File: config.mk
export PLATFORM = sky130hd
export DESIGN_NAME = pipe_stage
export DESIGN_NICKNAME = d
export VERILOG_FILES = /design/src/rtl/pipe_pkg.sv /design/src/rtl/pipe_stage.sv
export SDC_FILE = /design/constraint.sdc
export NUM_CORES = 1
export LEC_CHECK = 0
export CAP_MARGIN = 0
export CORE_AREA = 2 2 147 149
export DETAILED_ROUTE_END_ITERATION = 6
export DIE_AREA = 0 0 149 151
export GPL_TIMING_DRIVEN = 0
export PLACE_DENSITY = 0.84
export REMOVE_ABC_BUFFERS = 1
export SLEW_MARGIN = 20
export SYNTH_ARGS = -nofsm -noshare
export SYNTH_HDL_FRONTEND = slang
export SYNTH_SLANG_ARGS = --single-unit
File: constraint.sdc
create_clock -name clk -period 4.09 [get_ports clk]
set_input_delay 1.0225 -clock clk [delete_from_list [all_inputs] [get_ports clk]]
set_output_delay 1.0225 -clock clk [all_outputs]
set_load 0.01 [all_outputs]
File: src/rtl/pipe_pkg.sv
// pipe_pkg: stage state encoding and per-stage payload types with their NOP bubbles
package pipe_pkg;

    typedef enum logic [1:0] {EMPTY, ONE, TWO} stage_state_t;

    typedef struct packed {
        logic        write_reg;
        logic        write_mem;
        logic        read_mem;
        logic [4:0]  rd;
        logic [63:0] alu_res;
        logic [63:0] store_data;
    } exme_t;

    localparam exme_t EXME_BUBBLE = '0;

    typedef struct packed {
        logic        write_reg;
        logic [4:0]  rd;
        logic [63:0] wb_data;
    } mewb_t;

    localparam mewb_t MEWB_BUBBLE = '0;

endpackage

File: src/rtl/pipe_stage.sv
// pipe_stage: elastic valid/ready pipeline register with flush, optional skid entry and stall counter
module pipe_stage
    import pipe_pkg::*;
#(
    parameter int            DW        = 128,
    parameter logic [DW-1:0] BUBBLE    = '0,
    parameter bit            REG_READY = 1'b1,
    parameter int            CNT_W     = 16
) (
    input  logic             clk,
    input  logic             rst,
    input  logic             flush,
    input  logic             in_valid,
    output logic             in_ready,
    input  logic [DW-1:0]    in_data,
    output logic             out_valid,
    input  logic             out_ready,
    output logic [DW-1:0]    out_data,
    output logic [CNT_W-1:0] stall_cnt
);

    stage_state_t  state_q, state_d;
    logic [DW-1:0] main_q, main_d, skid_q;
    logic          fi, fo;

    assign out_valid = state_q != EMPTY;
    assign out_data  = main_q;
    assign fi        = in_valid && in_ready;
    assign fo        = out_valid && out_ready;

    always_comb begin
        state_d = state_q;
        main_d  = main_q;
        if (flush) begin
            state_d = EMPTY;
            main_d  = BUBBLE;
        end else begin
            case (state_q)
                EMPTY: if (fi) begin
                    state_d = ONE;
                    main_d  = in_data;
                end
                ONE: if (fi && !fo) begin
                    state_d = TWO;
                end else if (fi) begin
                    main_d  = in_data;
                end else if (fo) begin
                    state_d = EMPTY;
                    main_d  = BUBBLE;
                end
                TWO: if (fo) begin
                    state_d = ONE;
                    main_d  = skid_q;
                end
                default: begin
                    state_d = EMPTY;
                    main_d  = BUBBLE;
                end
            endcase
        end
    end

    always_ff @(posedge clk) begin
        if (rst) begin
            state_q   <= EMPTY;
            main_q    <= BUBBLE;
            stall_cnt <= '0;
        end else begin
            state_q   <= state_d;
            main_q    <= main_d;
            stall_cnt <= (out_valid && !out_ready && stall_cnt != '1) ? stall_cnt + 1'b1 : stall_cnt;
        end
    end

    // Skid entry holds the younger item while main waits; ready is registered from next state
    if (REG_READY) begin : g_skid
        logic rdy_q;
        always_ff @(posedge clk) begin
            if (rst || flush) begin
                skid_q <= BUBBLE;
                rdy_q  <= 1'b1;
            end else begin
                skid_q <= (state_q == ONE && fi && !fo) ? in_data :
                          (state_q == TWO && fo)        ? BUBBLE  : skid_q;
                rdy_q  <= state_d != TWO;
            end
        end
        assign in_ready = rdy_q;
    end else begin : g_direct
        assign skid_q   = BUBBLE;
        assign in_ready = !out_valid || out_ready;
    end

endmodule

==> flow_metrics.env <==
export IMPL_relSlewSlack_pct=36.45
export IMPL_cts_tree="done"
export IMPL_tightestPinTransition_ns=0.9461
export IMPL_hp_class="flop to flop"
export IMPL_holdPathEnd="skid_q[78]$_SDFFE_PP0P_"
export IMPL_finClkSkew_ns=0.006697
export IMPL_setup_viol=0
export IMPL_globalplace_congestion=0.7539
export IMPL_drc=0
export IMPL_diodes=0
export IMPL_postCtsSetupBuffers=0
export IMPL_hold_viol_final=0
export IMPL_yosys_register_bits=275
export IMPL_io_pins=279
export IMPL_synth_top_family_by_area="compound AO/OA/AOI/OAI gates"
export IMPL_synthSimpleGateAreaFrac_pct=11.70
export IMPL_netlist_cell_type_count=47
export IMPL_fp_dieH_um=151
export IMPL_drt_vias_per_instance=6.277
export IMPL_synth_xor_area_share_pct=0.1602
export IMPL_worstHoldStart="skid_q[78]$_SDFFE_PP0P_"
export IMPL_whs_ns=0.4994
export IMPL_grt_start_max_net_pins=74
export IMPL_final_area_um2=15100
export IMPL_drv_cap=0
export IMPL_crit_reg2reg_capture="skid_q[28]$_SDFFE_PP0P_"
export IMPL_end_kind="flop"
export IMPL_finalCritPeriodShare_pct=74.45
export IMPL_cts_buffers=29
export IMPL_grt_first_pass_wirelength_um=51640
export IMPL_start_util_pct=52.51
export IMPL_synthAdderAreaFrac_pct=0.1144
export IMPL_synth_compound_area_share_pct=31.84
export IMPL_power_density_nw_per_um2=400.2
export IMPL_holdPathStages=2
export IMPL_rr_worst_depth=7
export IMPL_rsz0062_at_grt="no"
export IMPL_synthTopCellsByCount="dfxtp_1, nor2_1, a22oi_1"
export IMPL_syn_instance_count=1147
export IMPL_htree_num_levels=1
export IMPL_areaGrowthSynthToFinish_pct=38.11
export IMPL_drt_iter0_markers=666
export IMPL_synthTopCellsByArea="dfxtp_1, a22oi_1, a32o_1"
export IMPL_first_global_vias=10180
export IMPL_die_area_um2=22500
export IMPL_yosysWarnings=0
export IMPL_clock_sinks=275
export IMPL_overflow=0
export IMPL_drive_gt1_share_pct=6.287
export IMPL_crit_fanout=70
export IMPL_port_buffers=278
export IMPL_cp_required_ns=4.50
export IMPL_synth_area_leader_cell="dfxtp_1"
export IMPL_setup_ws_ns=1.045
export IMPL_vias=10310
export IMPL_finalNetCount=1480
export IMPL_grt_util_all_layers_pct=27.54
export IMPL_fillers=1550
export IMPL_fmax_mhz=328.4
export IMPL_ant_nets=0
export IMPL_avgSynthCellArea_um2=9.532
export IMPL_muxShareOfSynthArea_pct=0.1030
export IMPL_synth_edf_count=0
export IMPL_startpoint_type="primary input"
export IMPL_leakagePower_nw=5.142
export IMPL_dp_hpwl_um=19530
export IMPL_worstReg2RegStart="state_q[0]$_SDFF_PP0_"
export IMPL_coreArea_um2=20820
export IMPL_syn_area_um2=10930
export IMPL_pre_cts_ws_ns=0.5345
export IMPL_clk_latency_ns=0.53
export IMPL_cp_startpoint="rst"
export IMPL_arrival_ns=3.46
export IMPL_outcome="finished clean"
export IMPL_synth_top_area_share_pct=50.35
export IMPL_postPlaceCellArea_um2=14150
export IMPL_antenna_found_initial=0
export IMPL_yosysMostFrequentCell="dfxtp_1"
export IMPL_vdd_ir_drop_max_mv=0.3359
export IMPL_cts_resized=0
export IMPL_cts_root_buffer_cell="clkbuf_16"
export IMPL_dieWidth_um=149
export IMPL_fin_crit_ns=3.045
export IMPL_yosysSeqAreaShare_pct=50.35
export IMPL_cts_path_max_buffers=3
export IMPL_rows=53
export IMPL_hold_buffers=0
export IMPL_wirelength_um=32350
export IMPL_wire_per_inst_um=19.69
export IMPL_synthArstFlopShare_pct=0
export IMPL_drv_slew=0
export IMPL_path_class="primary input to flop"
export IMPL_clkTransAtPathRegs_ns=0.06
export IMPL_rrSetupSlack_ns=1.65
export IMPL_drt_pass1_iterations=6
export IMPL_synth_top_flop_cell="dfxtp_1"
## kinds of logic (layout without fill, tap and decap cells)
logic type                 count (synthesis)  count (layout)
AOI/OAI and AO/OA                        424             424
xor gates and xnor gates                   2               2
adders and majority gates                  1               1
buffers and inverters                    140             361
DFF                                      275             275
muxes                                      1               1
and+or+nand+nor                          304             304
## state kept, by name, indices dropped and copies added, names as in the netlist
name and count:
state_q 2, in_ready 1, skid_q 128, stall_cnt 16, out_data 128
## layer usage
metal | vias to the layer above | GRT usage, % | share of wire, %
met5 | - | 0 | 0
met2 | 428 | 45.53 | 47
met4 | 0 | 10.10 | 3.3
li1 | 4773 | - | -
met3 | 65 | 7.530 | 9.6
met1 | 5047 | 34.60 | 40
## report_power, final
part	total (W)	switching (W)	internal (W)
combinational	0.000722	0.000329	0.000393
sequential	0.00276	0.0000287	0.00273
clock	0.00256	0.00105	0.00152
total	0.00604	0.00140	0.00464
## layout make-up
type / instances / area [um2] / share of cell area [%]
inverter: 6 / 27.53 / 0.1823
clock buffer: 46 / 909.6 / 6.024
sequential: 275 / 5505 / 36.46
timing repair buffer: 302 / 3393 / 22.47
multi-input combinational: 732 / 4876 / 32.29
clock inverter: 7 / 43.79 / 0.2900
tap: 275 / 344.1 / 2.279
## cells in the final DEF, fill, tap and decap left out, types with 2 or more instances in the layout
master           count
or4_1                6
inv_6                2
inv_1                5
o21ai_0              3
nor2_1             263
clkbuf_16           29
dfxtp_1            275
clkdlybuf4s50_1    278
xnor2_1              2
o31ai_1              6
and3_1               2
clkbuf_8            12
or4b_1               2
a31oi_1              2
a32o_1             128
a311oi_1             2
clkinvlp_4           2
nor4_4               2
clkbuf_1             5
o41ai_1              4
nor2b_1              2
buf_12               5
a22oi_1            257
nand4_1              5
nand3_1              6
buf_16              18
clkinv_2             4
nand2_1              4
a21oi_1             14
## critical path: stages
cell and delay, ns:
clkdlybuf4s50_1 0.89, or2_4 0.73, buf_16 0.33, buf_16 0.31
nor2_1 0.09
## worst max-delay path by stage
stage,to,slack [ns],cells past startpoint
floorplan,out_data[89]$_SDFFE_PP0P_,-2.30,4
global placement,out_data[89]$_SDFFE_PP0P_,-6.72,5
detailed placement,skid_q[110]$_SDFFE_PP0P_,0.53,5
CTS,out_valid,1.06,3
global route,out_data[110]$_SDFFE_PP0P_,0.88,5
finish,skid_q[60]$_SDFFE_PP0P_,1.05,5
## stage by stage
step	setup TNS (ns)	util, %	cells	power, W
3_5_place_dp	0	67.94	1590	0.003532
5_1_grt	0	72.52	1643	0.006254
4_1_cts	0	72.52	1643	0.006085
2_1_floorplan	-496.09	-	1013	0.003138
3_3_place_gp	-1524.46	64.62	1566	0.003471
6_report	0	72.52	1643	0.006043
No activity file was read; power rests on OpenSTA's default activity.
